===== config.mk =====
export PLATFORM = sky130hd
export DESIGN_NAME = ps2_host_tx
export DESIGN_NICKNAME = d
export VERILOG_FILES = /design/src/rtl/ps2_host_tx.sv
export SDC_FILE = /design/constraint.sdc
export NUM_CORES = 1
export LEC_CHECK = 0
export CAP_MARGIN = 20
export CORE_ASPECT_RATIO = 1.75
export CORE_MARGIN = 2
export CORE_UTILIZATION = 25
export CTS_BUF_LIST = sky130_fd_sc_hd__clkbuf_4
export DETAILED_ROUTE_END_ITERATION = 10
export HOLD_SLACK_MARGIN = 0.02
export PLACE_DENSITY_LB_ADDON = 0.3
export SETUP_SLACK_MARGIN = 0.02
export SYNTH_ARGS = -nofsm -noshare
export SYNTH_HDL_FRONTEND = slang
export SYNTH_SLANG_ARGS = --single-unit

===== constraint.sdc =====
create_clock -name clk -period 5.1 [get_ports clk]
set_clock_uncertainty 0.05 [all_clocks]
set_input_delay 0.51 -clock clk [delete_from_list [all_inputs] [get_ports clk]]
set_output_delay 0.51 -clock clk [all_outputs]
set_load 0.005 [all_outputs]

===== src/rtl/ps2_host_tx.sv =====
// PS/2 host-to-device transmitter: clock inhibit, request-to-send, 11-bit frame, then ACK check.
// Lines are open-drain; *_oe = 1 pulls the line low. Result reported as ack_ok/err alongside a done pulse.
module ps2_host_tx #(
  parameter int unsigned INHIBIT_CYCLES = 10000,
  parameter int unsigned RTS_CYCLES     = 500,
  parameter int unsigned TIMEOUT_CYCLES = 2000000,
  parameter int unsigned FILTER_LEN     = 8
) (
  input  logic       clk,
  input  logic       rst,
  input  logic [7:0] tx_data,
  input  logic       tx_valid,
  output logic       tx_ready,
  output logic       busy,
  output logic       done,
  output logic       ack_ok,
  output logic       err,
  input  logic       ps2_clk_in,
  input  logic       ps2_data_in,
  output logic       ps2_clk_oe,
  output logic       ps2_data_oe
);
  localparam int FW = $clog2(FILTER_LEN + 1);

  typedef enum logic [2:0] {IDLE, INHIBIT, RTS, SEND, ACK, WAIT_IDLE, DONE} state_t;

  logic          clk_meta, clk_sync, data_meta, data_sync;
  logic          filt_clk, fall, filt_flip;
  logic [FW-1:0] filt_cnt;

  state_t      state, state_nxt;
  logic [31:0] cnt, cnt_nxt;
  logic [3:0]  bit_cnt, bit_cnt_nxt;
  logic [8:0]  shreg, shreg_nxt;
  logic        ready_nxt, done_nxt, ack_nxt, err_nxt, clk_oe_nxt, data_oe_nxt;

  // Idle bus level is high, so synchronizers reset to 1.
  always_ff @(posedge clk) begin
    if (rst) begin
      clk_meta  <= 1'b1;
      clk_sync  <= 1'b1;
      data_meta <= 1'b1;
      data_sync <= 1'b1;
    end else begin
      clk_meta  <= ps2_clk_in;
      clk_sync  <= clk_meta;
      data_meta <= ps2_data_in;
      data_sync <= data_meta;
    end
  end

  assign filt_flip = (clk_sync != filt_clk) && (filt_cnt == FW'(FILTER_LEN - 1));

  // Filtered clock only moves after FILTER_LEN consecutive disagreeing samples.
  always_ff @(posedge clk) begin
    if (rst) begin
      filt_clk <= 1'b1;
      filt_cnt <= '0;
      fall     <= 1'b0;
    end else begin
      fall <= filt_flip && filt_clk;
      if (filt_flip) begin
        filt_clk <= clk_sync;
        filt_cnt <= '0;
      end else if (clk_sync != filt_clk) begin
        filt_cnt <= filt_cnt + FW'(1);
      end else begin
        filt_cnt <= '0;
      end
    end
  end

  always_ff @(posedge clk) begin
    if (rst) begin
      state       <= IDLE;
      cnt         <= 32'd0;
      bit_cnt     <= 4'd0;
      shreg       <= 9'd0;
      tx_ready    <= 1'b1;
      done        <= 1'b0;
      ack_ok      <= 1'b0;
      err         <= 1'b0;
      ps2_clk_oe  <= 1'b0;
      ps2_data_oe <= 1'b0;
    end else begin
      state       <= state_nxt;
      cnt         <= cnt_nxt;
      bit_cnt     <= bit_cnt_nxt;
      shreg       <= shreg_nxt;
      tx_ready    <= ready_nxt;
      done        <= done_nxt;
      ack_ok      <= ack_nxt;
      err         <= err_nxt;
      ps2_clk_oe  <= clk_oe_nxt;
      ps2_data_oe <= data_oe_nxt;
    end
  end

  assign busy = ~tx_ready;

  always_comb begin
    state_nxt   = state;
    cnt_nxt     = cnt;
    bit_cnt_nxt = bit_cnt;
    shreg_nxt   = shreg;
    done_nxt    = 1'b0;
    ack_nxt     = ack_ok;
    err_nxt     = err;
    clk_oe_nxt  = 1'b0;
    data_oe_nxt = 1'b0;
    case (state)
      IDLE: begin
        if (tx_valid && tx_ready) begin
          state_nxt   = INHIBIT;
          clk_oe_nxt  = 1'b1;
          cnt_nxt     = 32'd0;
          bit_cnt_nxt = 4'd0;
          shreg_nxt   = {~^tx_data, tx_data};
          ack_nxt     = 1'b0;
          err_nxt     = 1'b0;
        end else begin
          state_nxt = IDLE;
        end
      end
      INHIBIT: begin
        clk_oe_nxt = 1'b1;
        if (cnt == INHIBIT_CYCLES - 32'd1) begin
          state_nxt   = RTS;
          cnt_nxt     = 32'd0;
          data_oe_nxt = 1'b1;
        end else begin
          cnt_nxt = cnt + 32'd1;
        end
      end
      RTS: begin
        data_oe_nxt = 1'b1;
        if (cnt == RTS_CYCLES - 32'd1) begin
          state_nxt = SEND;
          cnt_nxt   = 32'd0;
        end else begin
          clk_oe_nxt = 1'b1;
          cnt_nxt    = cnt + 32'd1;
        end
      end
      SEND, ACK, WAIT_IDLE: begin
        data_oe_nxt = ps2_data_oe;
        if (cnt == TIMEOUT_CYCLES - 32'd1) begin
          state_nxt   = DONE;
          data_oe_nxt = 1'b0;
          done_nxt    = 1'b1;
          ack_nxt     = 1'b0;
          err_nxt     = 1'b1;
        end else begin
          cnt_nxt = cnt + 32'd1;
          // Shift register refills with 1s, so the tenth fall naturally releases DATA as the stop bit.
          if (state == SEND) begin
            if (fall) begin
              bit_cnt_nxt = bit_cnt + 4'd1;
              data_oe_nxt = ~shreg[0];
              shreg_nxt   = {1'b1, shreg[8:1]};
              if (bit_cnt == 4'd9) begin
                state_nxt   = ACK;
                data_oe_nxt = 1'b0;
              end else begin
                state_nxt = SEND;
              end
            end else begin
              state_nxt = SEND;
            end
          end else if (state == ACK) begin
            data_oe_nxt = 1'b0;
            if (fall) begin
              ack_nxt   = ~data_sync;
              err_nxt   = data_sync;
              state_nxt = WAIT_IDLE;
            end else begin
              state_nxt = ACK;
            end
          end else begin
            data_oe_nxt = 1'b0;
            if (filt_clk && data_sync) begin
              state_nxt = DONE;
              done_nxt  = 1'b1;
            end else begin
              state_nxt = WAIT_IDLE;
            end
          end
        end
      end
      DONE: begin
        state_nxt = IDLE;
      end
      default: begin
        state_nxt = IDLE;
      end
    endcase
    ready_nxt = (state_nxt == IDLE);
  end

endmodule


# == Yosys cells after proc, flatten, opt, wreduce, memory -nomap -nowiden ==
# Cells that the tools add are included.
# Widths: inputs -> output; s select.
# totals
regBits,64
in_bits,13
out_inout_bits,7
# classes
addsub,3
n_eq_ne,19
mux,50
bitwise_logic,5
reduce_logical,15
# op_table
cell,n
$mux 32,4
$pmux 32 s4,1
$mux 9,4
$add 32x1->32 const B,1
$eq 32x14->1 const B,1
$eq 32x21->1 const B,1
$eq 32x9->1 const B,1
$mux 1,22
$mux 3,7
$pmux 9 s2,1
$mux 4,4
$pmux 3 s4,1
$reduce_and 5->1,2
$ne 3x3->1 const B,3
$add 4x1->4 const B,2
$ne 2x2->1 const B,4
$pmux 4 s2,1
$reduce_xnor 8->1,1
$eq 3x2->1 const B,2
$eq 3x3->1 const B,2
$logic_not 3->1,2
$pmux 1 s3,2
$reduce_or 3->1,2
$not 1->1,5
12 further kinds,16

# == Depth between registers and ports, before layout ==
# Gate-level depths: netlist of the first run.
# depth
depth_word,7
ltp_mapped,10

# == Worst setup path before layout of the first run ==
# No wires, ideal clock.
# synth_path
path_kind,register to register
from,register cnt[0]
to,register cnt[17]
t_arrival_ns,2.062
t_required_ns,4.935
slack_ns,2.874
stages_incl_launch_ff,9
period_less_slack_ns,2.226
path_cell_list,dfxtp_1 ha_1 or4b_1 nor4_2 o311ai_1 o31ai_2 buf_4 buf_4 nor2_1
# synth_via
elab_chain_cells,3
word_cells_on_any_way,10
# synth_lines
item,line_no,rtl
start: declaration,32,"logic [31:0] cnt, cnt_nxt;"
start signal: assignment,87,cnt <= cnt_nxt;
$add 32x1->32 (tied with other cells),"132, 142, 154",
$mux 32 (tied with other cells),147,if (cnt == TIMEOUT_CYCLES - 32'd1) begin
$pmux 32 s4 / $reduce_and 3->1 (equally long branches),-,
# Several ways; a longest one is shown, not always the timed one. The select of a mux whose other input is x is not followed.
# A chain may end at the register's enable or synchronous reset.

# == Final worst setup path of the first run ==
# layout_path
from,register state[2]
to,register cnt[6]
# layout_via
elab_chain_cells,4
word_cells_on_any_way,12
# layout_lines
item,line_no,rtl
start: declaration,31,"state_t state, state_nxt;"
start signal: assignment,86,state <= state_nxt;
$eq 3x2->1 / $eq 3x3->1 (equally long branches),111,case (state)
$reduce_or 3->1,111,
$reduce_bool 4->1 (no source line) / $ne 2x2->1 (equally long branches),-,
$reduce_and 3->1 (no source line),-,
# Several ways; a longest one is shown, not always the timed one.

==> Implementation_results.wiki, run 1 <==
{| class="wikitable"
! Metric !! Value
|-
| Max stage delay cell, worst path || sky130_fd_sc_hd__dfxtp_1
|-
| Std-Cell Rows || 56
|-
| Largest net degree at the start of global routing || 32
|-
| Remaining number of nets flagged by the antenna check after routing || 0
|-
| Synth Instances || 419
|-
| Core area || 13,500 sq um
|-
| Total inserted antenna cells || 0
|-
| Most common library cell in the layout ignoring fill and taps || sky130_fd_sc_hd__dfxtp_1
|-
| Lkg Pwr || 1.30 nW
|-
| Final Net Count || 445
|-
| Final count of negative-setup-slack endpoints || 0
|-
| Primary flip-flop cell chosen by synthesis mapping || sky130_fd_sc_hd__dfxtp_1
|-
| Final routed wirelength across all metal layers || 9.22 mm
|-
| Tightest slew margin relative to the limit || 45.2%
|-
| Chain of cells forming the critical path || nor2_1, a21oi_1, o311ai_1, o31ai_4, buf_16, a21oi_1
|-
| Wire length of the first global-routing pass || 15.2 mm
|-
| CTS HTree Levels || 3
|-
| Proportion of layout cells with a drive suffix above 1 || 8.33%
|-
| Worst EP required || 5360 ps
|-
| PortBufs || 19
|-
| Shortest period the worst path allows || 3170 ps
|-
| Min setup slack post-route || 1930 ps
|-
| Via count of the first global-routing pass || 3,114
|-
| Critical path startpoint || state[2]
|-
| Setup slack at placement || 1930 ps
|-
| Maximum root-to-sink buffer count || 2
|-
| Pin slew with the least headroom to its limit || 815 ps
|-
| Number of buffers inserted by post-CTS setup repair || 0
|-
| DR WL/cell || 15.2 um
|-
| Buffers plus inverters on the worst setup path || 1
|-
| Number of synthesized register bits || 64
|-
| Starting utilization of the core area || 25.7%
|-
| Yosys warnings || 0
|-
| Setup crit end kind || flip-flop
|-
| Global-route total usage across every layer || 13.0%
|-
| Via count || 3,163
|-
| Post-synthesis sequential area ratio || 37.0%
|-
| Post-synthesis average cell area || 8.26 sq um
|-
| CTS Root Buffer Type || sky130_fd_sc_hd__clkbuf_4
|-
| Remaining global-route overflow || 0
|-
| Crit-path leading delay family || compound AO/OA/AOI/OAI gates
|-
| Delay contributed by the slowest stage of the critical path || 770 ps
|-
| TritonRoute pass-1 iters || 4
|-
| TritonCTS buffer count || 9
|-
| Outcome || finished clean
|-
| Maximum capacitance violations || 0
|-
| Initial drt markers || 173
|-
| IR Drop Worst-Case VDD || 0.0728 mV
|-
| DIE WIDTH || 93.0 um
|-
| Number of top-level design ports || 20
|-
| Count of hold buffers inserted by post-cts repair || 0
|-
| Critical path startpoint category || flip-flop
|-
| Syn-to-layout area delta || 13.4%
|-
| Final slew viol count || 0
|-
| Number of gates resized after cts || 0
|-
| Residual DRC count || 0
|-
| Clock-pin slew of the registers on the worst-case setup and hold paths || 100 ps
|-
| Vias per cell || 5.22
|-
| Clock sinks || 64
|-
| Netlist area before placement || 3460 sq um
|-
| DP Wirelength || 6.91 mm
|-
| Vertical extent of the die || 160 um
|-
| Number of antenna violations at the first check in global routing || 0
|-
| Most frequent cells in the layout || sky130_fd_sc_hd__dfxtp_1 (64), sky130_fd_sc_hd__nand2_1 (43), sky130_fd_sc_hd__nor2_1 (41), sky130_fd_sc_hd__a21oi_1 (30), sky130_fd_sc_hd__clkdlybuf4s50_1 (19)
|-
| Number of hold violations in the final report || 0
|-
| Number of distinct library cells after synthesis || 55
|-
| Final critical-path share of the clock period || 62.2%
|-
| Synthesized net count || 436
|-
| Classification of the worst-slack hold path || flip-flop to flip-flop
|-
| Final weighted congestion in routability-driven placement || 0.896
|-
| Min-delay src || clk_meta
|-
| Data arrival, critical path || 3430 ps
|-
| Classification of the worst setup path || flip-flop to flip-flop
|-
| Power per cell area || 257 nW/um^2
|-
| Sum Neg Setup Slack || 0 ps
|-
| Critical R2R Launch || state[2]
|-
| Maximum clock frequency || 315 MHz
|-
| Die area || 14,800 sq um
|-
| Source-to-sink clock delay at the later pin of the worst-skew pair || 430 ps
|-
| Count of flip-flops with a built-in enable after synthesis || 0
|-
| Cell repeated most along the worst path || sky130_fd_sc_hd__a21oi_1
|-
| Maximum fanout encountered on the critical timing path || 20
|-
| Clock tree from TritonCTS || done
|-
| Setup repair after global routing missed its margin || false
|-
| Fraction of synthesis flops using an asynchronous set or reset pin || 0%
|}
==> layer usage <==
layer | global-route usage (%) | vias to the layer above | share of wire (%)
met5 | 0 | - | 0
met4 | 6.75 | 0 | 3.5
met3 | 3.25 | 26 | 3.1
met2 | 25.2 | 55 | 57
met1 | 12.1 | 1511 | 36
li1 | - | 1571 | -
==> metrics by stage <==
| step | utilization [%] | instance area [sq um] | instances | hold WS, ps | power (mW) |
|---|---|---|---|---|---|
| 6_report | 29.2 | 3930 | 606 | 364 | 1.01 |
| 5_1_grt | 29.2 | 3930 | 606 | 390 | 1.06 |
| 4_1_cts | 29.2 | 3930 | 606 | 366 | 1.03 |
| 3_5_place_dp | 28.3 | 3800 | 591 | 348 | 0.690 |
| 3_3_place_gp | 28.1 | 3770 | 590 | 350 | 0.678 |
| 2_1_floorplan | - | 3460 | 419 | 339 | 0.635 |
==> worst reg2reg max path: cells and delay by family, from the launching register on <==
family / cells / cell delay [ps]
buffers and inverters: 1 / 230
AND/OR/NAND/NOR: 1 / 150
flip-flops: 1 / 770
AO/OA/AOI/OAI: 4 / 1860
==> sequential cells by signal, indices dropped and copies added, names as in the netlist <==
signal	cells
ps2_data_oe	1
clk_sync	1
done	1
bit_cnt	4
filt_cnt	4
data_sync	1
clk_meta	1
fall	1
shreg	9
state	3
data_meta	1
cnt	32
ack_ok	1
filt_clk	1
tx_ready	1
err	1
ps2_clk_oe	1
==> final cells by class <==
| cell class | instances | area (sq um) |
|---|---|---|
| fill | 1501 | 9530 |
| multi-input combinational | 323 | 2040 |
| sequential | 64 | 1280 |
| timing repair buffer | 23 | 240 |
| tap | 174 | 218 |
| clock buffer | 10 | 75.1 |
| clock inverter | 5 | 48.8 |
| inverter | 7 | 26.3 |
==> where the power goes <==
group | total (mW) | leakage [nW] | switching, mW | internal [mW]
clock network | 0.333 | 0.0734 | 0.184 | 0.148
registers | 0.534 | 0.519 | 0.0159 | 0.518
logic | 0.142 | 0.709 | 0.0808 | 0.0612
==> Yosys cell counts (all sizes together) (5+ instances only) <==
cell,count,area share (%)
dfxtp,64,37
nand2,43,4.7
nor2,41,4.4
a21oi,31,4.8
nand3,18,2.7
nand4,17,3.3
o21ai,15,2.2
o31ai,15,3.4
clkbuf,13,1.4
nor3,13,1.9
buf,12,2.2
or3,12,2.5
or4,12,2.6
xnor2,12,3.0
and3,11,2.0
nor4,9,2.5
xor2,9,2.3
a311oi,8,2.0
inv,7,0.76
mux2i,5,1.4
==> logic make-up after synthesis <==
family          synth area share, %
compound gates                 17.9
xor+xnor                       5.31
fa+ha+maj                      1.45
buf+inv                        4.41
flops                          37.0
mux                            1.45
simple gates                   32.5
==> final timing paths <==
path / end / slack, ps / cells past startpoint
setup / recovery: cnt[6] / 1930 / 6
hold / removal: clk_sync / 360 / 1
setup reg to reg: cnt[6] / 1930 / 6
hold reg to reg: clk_sync / 360 / 1
Note: power is estimated with default switching activity, not from simulation.
==> run 2: changes to the inputs <==
Clock period 5.1 ns to 2.9 ns, I/O delays scaled along.
==> run 2 against run 1 <==
  * Sequential power up 76%
  * Via count up 3.3%
  * Total power up 89%
  * Clock-buffer cell count up 2
  * Setup slack worse by 1600 ps
  * Final cell count up 1.8%
  * Critical path type unchanged
==> Implementation_results.wiki, run 2 (synthesized netlist as in run 1, its figures left out) <==
{| class="wikitable"
! Metric !! Value
|-
| Tightest slew margin relative to the limit || 56.8% (+12 points)
|-
| Global-route total usage across every layer || 13.4% (+0.36 points)
|-
| Clock sinks || 64 (unchanged)
|-
| Die area || 14,800 sq um (unchanged)
|-
| Final routed wirelength across all metal layers || 9.74 mm (+5.6%)
|-
| Setup crit end kind || flip-flop
|-
| Power per cell area || 473 nW/um^2 (+84%)
|-
| Core area || 13,500 sq um (unchanged)
|-
| TritonCTS buffer count || 9 (unchanged)
|-
| Largest net degree at the start of global routing || 32 (unchanged)
|-
| DP Wirelength || 7.27 mm (+5.3%)
|-
| Std-Cell Rows || 56 (unchanged)
|-
| Number of hold violations in the final report || 0 (unchanged)
|-
| Initial drt markers || 146 (-16%)
|-
| Final Net Count || 455 (+2.2%)
|-
| Clock-pin slew of the registers on the worst-case setup and hold paths || 100 ps (about the same)
|-
| Final slew viol count || 0 (unchanged)
|-
| Setup slack at placement || 348 ps (-1580 ps)
|-
| Final critical-path share of the clock period || 89.8% (+28 points)
|-
| Flip-flop count of the largest register after layout || 32 (unchanged)
|-
| Vertical extent of the die || 160 um (unchanged)
|-
| Outcome || finished clean
|-
| Length in cells of the worst reg-to-reg path || 7 (+1)
|-
| Shortest period the worst path allows || 2600 ps (-567 ps)
|-
| Final weighted congestion in routability-driven placement || 0.883 (-1.5%)
|-
| Maximum fanout encountered on the critical timing path || 29 (+45%)
|-
| Wire length of the first global-routing pass || 15.7 mm (+2.9%)
|-
| Final count of negative-setup-slack endpoints || 0 (unchanged)
|-
| Worst Hold Path Cells || 1 (unchanged)
|-
| Number of top-level design ports || 20 (unchanged)
|-
| Classification of the worst-slack hold path || flip-flop to flip-flop
|-
| Layout filler cell count || 1,463 (-2.5%)
|-
| Pin slew with the least headroom to its limit || 648 ps (-168 ps)
|-
| Starting utilization of the core area || 25.7% (unchanged)
|-
| Vias per cell || 5.29 (+1.4%)
|-
| DR WL/cell || 15.8 um (+3.7%)
|-
| Number of antenna violations at the first check in global routing || 0 (unchanged)
|-
| CTS HTree Levels || 3 (unchanged)
|-
| CTS Root Buffer Type || sky130_fd_sc_hd__clkbuf_4
|-
| Lkg Pwr || 1.37 nW (+4.9%)
|-
| IR Drop Worst-Case VDD || 0.193 mV (+160%)
|-
| Clock tree from TritonCTS || done
|-
| Proportion of layout cells with a drive suffix above 1 || 10.6% (+2.3 points)
|-
| Largest registers || cnt (32), shreg (9)
|-
| Sum Neg Setup Slack || 0 ps (unchanged)
|-
| DIE WIDTH || 93.0 um (unchanged)
|-
| TritonRoute pass-1 iters || 4 (unchanged)
|-
| Count of hold buffers inserted by post-cts repair || 0 (unchanged)
|-
| Data arrival, critical path || 2920 ps (-510 ps)
|-
| PortBufs || 19 (unchanged)
|-
| Total inserted antenna cells || 0 (unchanged)
|-
| Number of buffers inserted by post-CTS setup repair || 0 (unchanged)
|-
| Maximum capacitance violations || 0 (unchanged)
|-
| Residual DRC count || 0 (unchanged)
|-
| Most frequent cells in the layout || sky130_fd_sc_hd__dfxtp_1 (64), sky130_fd_sc_hd__nand2_1 (43), sky130_fd_sc_hd__nor2_1 (41), sky130_fd_sc_hd__a21oi_1 (30), sky130_fd_sc_hd__clkdlybuf4s50_1 (19)
|-
| Remaining global-route overflow || 0 (unchanged)
|-
| Via count of the first global-routing pass || 3,180 (+2.1%)
|-
| Top register by number of flip-flops || cnt
|-
| Worst EP required || 3210 ps (-2150 ps)
|-
| Classification of the worst setup path || flip-flop to flip-flop
|-
| Source-to-sink clock delay at the later pin of the worst-skew pair || 430 ps (about the same)
|-
| Maximum root-to-sink buffer count || 2 (unchanged)
|-
| Via count || 3,267 (+3.3%)
|-
| Remaining number of nets flagged by the antenna check after routing || 0 (unchanged)
|-
| Most common library cell in the layout ignoring fill and taps || sky130_fd_sc_hd__dfxtp_1
|-
| Number of gates resized after cts || 0 (unchanged)
|-
| Syn-to-layout area delta || 16.4%
|-
| Critical path startpoint category || flip-flop
|-
| Setup repair after global routing missed its margin || false
|-
| Min setup slack post-route || 295 ps (-1630 ps)
|-
| Maximum clock frequency || 384 MHz (+22%)
|}
## run 2: final timing paths
check | from | endpoint | slack [ps]
setup / recovery | cnt[7] | cnt[30] | 300
setup reg to reg | cnt[7] | cnt[30] | 300
hold / removal | clk_meta | clk_sync | 370
hold reg to reg | clk_meta | clk_sync | 370
## run 2: cell type report
type | instances | area [sq um] | share of cell area (%)
clock buffers | 12 | 90.1 | 2.24
clock inverters | 4 | 68.8 | 1.71
repair buffers | 33 | 308 | 7.64
multi-input cells | 323 | 2040 | 50.6
inverters | 7 | 26.3 | 0.652
flip-flops and latches | 64 | 1280 | 31.8
well taps | 174 | 218 | 5.40
## run 2: critical path: stages (launching register included)
cell	delay, ps
sky130_fd_sc_hd__dfxtp_1	410
sky130_fd_sc_hd__nor4_1	470
sky130_fd_sc_hd__nand4b_1	220
sky130_fd_sc_hd__o21ai_0	490
sky130_fd_sc_hd__a21o_1	470
sky130_fd_sc_hd__o31ai_4	120
sky130_fd_sc_hd__buf_12	180
sky130_fd_sc_hd__a21oi_1	120
## run 2: per-stage QoR
step	cells	instance area [sq um]	hold WS [ps]	power, mW	util, %
final	617	4030	371	1.91	29.9
after global placement	601	3870	353	1.22	28.8
after CTS	617	4030	375	1.93	29.9
after floorplan	419	3460	339	1.12	-
after detailed placement	601	3870	358	1.22	28.8
after global routing	617	4030	383	2.00	29.9
## run 2: layer usage
layer  vias up  global-route usage (%)  wire [um]
met3        22                    2.92        277
met2        65                    25.1       5480
li1       1599                       -          -
met4         0                    7.35        252
met5         -                       0          0
met1      1581                    13.2       3730
## run 2: power by group
group	internal (mW)	leakage, nW	switching (mW)
clock	0.375	0.0890	0.327
sequential	0.912	0.519	0.0283
combinational	0.116	0.757	0.148
==> run 3: changes to the inputs <==
Settings changed: CORE_MARGIN 2 to 4, MAX_ROUTING_LAYER from default to met4, TNS_END_PERCENT from default to 30.
==> run 3 against run 2 <==
  * Sequential power hardly changed
  * Sequential cell count stayed put
  * Non-clock buffer count did not move
  * Global-route usage is 0.59 points lower
  * Clock power is 12% lower
  * Largest cell class unchanged
  * Sequential share of layout area grew 0.18 points
  * Hold slack worse by 6.7 ps
  * Combinational power shrank 2%
  * Highest routed layer unchanged
  * Final area is 0.56% lower
  * Clock-buffer cell count unchanged
==> Implementation_results.wiki, run 3 (synthesized netlist as in run 1, its figures left out) <==
{| class="wikitable"
! Metric !! Value
|-
| Total inserted antenna cells || 0 (unchanged)
|-
| Sum Neg Setup Slack || 0 ps (unchanged)
|-
| Core area || 13,500 sq um (+0.52%)
|-
| Cell-internal power || 1.31 mW (-6.4%)
|-
| Worst EP required || 3200 ps (about the same)
|-
| Most common library cell in the layout ignoring fill and taps || sky130_fd_sc_hd__dfxtp_1
|-
| R2R Setup Slk || 330 ps (+30 ps)
|-
| Final Net Count || 455 (unchanged)
|-
| Syn-to-layout area delta || 15.7%
|-
| Setup repair after global routing missed its margin || false
|-
| Delay contributed by the slowest stage of the critical path || 520 ps (+30 ps)
|-
| Maximum capacitance violations || 0 (unchanged)
|-
| Buffers plus inverters on the worst setup path || 1 (unchanged)
|-
| Final weighted congestion in routability-driven placement || 0.845 (-4.3%)
|-
| Classification of the worst-slack hold path || flip-flop to flip-flop
|-
| Residual DRC count || 0 (unchanged)
|-
| Combinational power share || 14.2% (+0.4 points)
|-
| DP Wirelength || 7.11 mm (-2.2%)
|-
| Clock-pin slew of the registers on the worst-case setup and hold paths || 100 ps (about the same)
|-
| Shortest period the worst path allows || 2570 ps (-34.3 ps)
|-
| Initial drt markers || 155 (+6.2%)
|-
| Min setup slack post-route || 329 ps (+34.3 ps)
|-
| Data arrival, critical path || 2870 ps (-50 ps)
|-
| Clock sinks || 64 (unchanged)
|-
| Remaining global-route overflow || 0 (unchanged)
|-
| Final routed wirelength across all metal layers || 9.57 mm (-1.7%)
|-
| Chain of cells forming the critical path || nor4_1, nand4b_1, o21ai_0, a21o_2, o31ai_4, buf_12, a21oi_1
|-
| Finished Core Util || 29.6% (-0.32 points)
|-
| IR Drop Worst-Case VDD || 0.141 mV (-27%)
|-
| Proportion of layout cells with a drive suffix above 1 || 11.1% (+0.45 points)
|-
| Pin slew with the least headroom to its limit || 727 ps (+79.3 ps)
|-
| CTS HTree Levels || 3 (unchanged)
|-
| CTS Root Buffer Type || sky130_fd_sc_hd__clkbuf_4
|-
| Outcome || finished clean
|-
| Largest registers || cnt (32), shreg (9)
|-
| Final slew viol count || 0 (unchanged)
|-
| Total stage count of the critical path || 7 (unchanged)
|-
| Vertical extent of the die || 164 um (+2.5%)
|-
| Vias per cell || 5.31 (+0.34%)
|-
| Power Total || 1.82 mW (-4.7%)
|-
| Max stage delay cell, worst path || sky130_fd_sc_hd__nor4_1
|-
| Maximum fanout encountered on the critical timing path || 29 (unchanged)
|-
| Routed length on met3 || 377 um (+36%)
|-
| Length in cells of the worst reg-to-reg path || 7 (unchanged)
|-
| Via count of the first global-routing pass || 3,373 (+6.1%)
|-
| Remaining number of nets flagged by the antenna check after routing || 0 (unchanged)
|-
| Met2 routed wirelength || 5.23 mm (-4.6%)
|-
| Count of hold buffers inserted by post-cts repair || 0 (unchanged)
|-
| Die area || 15,900 sq um (+6.9%)
|-
| Largest net degree at the start of global routing || 30 (-6.3%)
|-
| Maximum clock frequency || 389 MHz (+1.3%)
|-
| Clock network fraction of design power || 34.0% (-2.8 points)
|-
| Most frequent cells in the layout || sky130_fd_sc_hd__dfxtp_1 (64), sky130_fd_sc_hd__nand2_1 (43), sky130_fd_sc_hd__nor2_1 (41), sky130_fd_sc_hd__a21oi_1 (30), sky130_fd_sc_hd__clkdlybuf4s50_1 (19)
|-
| Final count of negative-setup-slack endpoints || 0 (unchanged)
|-
| Routed metal-1 wirelength || 3.67 mm (-1.4%)
|-
| Post-route standard cell area excluding fillers || 4010 sq um (-0.56%)
|-
| DIE WIDTH || 97.0 um (+4.3%)
|-
| Crit-path leading delay family || compound AO/OA/AOI/OAI gates
|-
| Maximum root-to-sink buffer count || 2 (unchanged)
|-
| Placed inst area || 3870 sq um (unchanged)
|-
| Setup crit end kind || flip-flop
|-
| Setup slack at placement || 289 ps (-58.9 ps)
|-
| Power per cell area || 453 nW/um^2 (-4.2%)
|-
| Tightest slew margin relative to the limit || 51.1% (-5.7 points)
|-
| Number of top-level design ports || 20 (unchanged)
|-
| Std-Cell Rows || 56 (unchanged)
|-
| Number of buffers inserted by post-CTS setup repair || 0 (unchanged)
|-
| Number of antenna violations at the first check in global routing || 0 (unchanged)
|-
| Worst Hold Path Cells || 1 (unchanged)
|-
| Proportion of power drawn by flip-flops and latches || 51.8% (+2.5 points)
|-
| Source-to-sink clock delay at the later pin of the worst-skew pair || 430 ps (about the same)
|-
| Layout filler cell count || 1,468 (+0.34%)
|-
| Final critical-path share of the clock period || 88.6% (-1.2 points)
|-
| Classification of the worst setup path || flip-flop to flip-flop
|-
| Clock tree from TritonCTS || done
|-
| Top register by number of flip-flops || cnt
|-
| Net Switching || 0.505 mW (+0.14%)
|-
| Highest metal used || met4
|-
| TritonCTS buffer count || 9 (unchanged)
|-
| Global-route total usage across every layer || 12.8% (-0.59 points)
|-
| Critical path startpoint category || flip-flop
|-
| Lkg Pwr || 1.35 nW (-0.79%)
|-
| Number of gates resized after cts || 0 (unchanged)
|-
| Number of hold violations in the final report || 0 (unchanged)
|-
| Flip-flop count of the largest register after layout || 32 (unchanged)
|-
| PortBufs || 19 (unchanged)
|-
| Wire length of the first global-routing pass || 16.1 mm (+2.6%)
|-
| TritonRoute pass-1 iters || 4 (unchanged)
|-
| Switching share of power || 27.8% (+1.3 points)
|-
| Via count || 3,278 (+0.34%)
|-
| Starting utilization of the core area || 25.6% (-0.13 points)
|-
| DR WL/cell || 15.5 um (-1.7%)
|}
run 3: cell types whose count changed in the layout (fill, tap and decap cells not counted), sizes merged:
cell	delta
clkinv	+1
bufinv	-1
run 3: final cells by class:
class	count	area [sq um]	area share, %
clock buffer	12	90.1	2.25
timing repair buffer	33	308	7.68
clock inverter	4	45.0	1.12
inverter	7	26.3	0.656
multi-input combinational	323	2040	50.9
tap	174	218	5.43
sequential	64	1280	32.0
run 3: final timing paths:
path                 start       end
setup / recovery    cnt[7]    cnt[4]
hold / removal    clk_meta  clk_sync
setup reg to reg    cnt[7]    cnt[4]
hold reg to reg   clk_meta  clk_sync
run 3: per-layer routing:
metal	vias up	global-route usage (%)
met1	1570	11.8
met2	83	24.2
met3	23	2.74
met5	-	-
li1	1602	-
met4	0	7.03
run 3: power by group through the flow:
stage | Combinational, mW | Clock [mW] | Sequential, mW
6_report | 0.259 | 0.618 | 0.940
5_1_grt | 0.284 | 0.682 | 0.946
4_1_cts | 0.260 | 0.635 | 0.940
3_5_place_dp | 0.258 | 0 | 0.960
3_3_place_gp | 0.254 | 0 | 0.960
2_1_floorplan | 0.170 | 0 | 0.947
run 3: through the flow:
step	cells	hold WS [ps]
floorplan	419	339
global placement	601	350
detailed placement	601	343
CTS	617	365
global route	617	374
finish	617	364
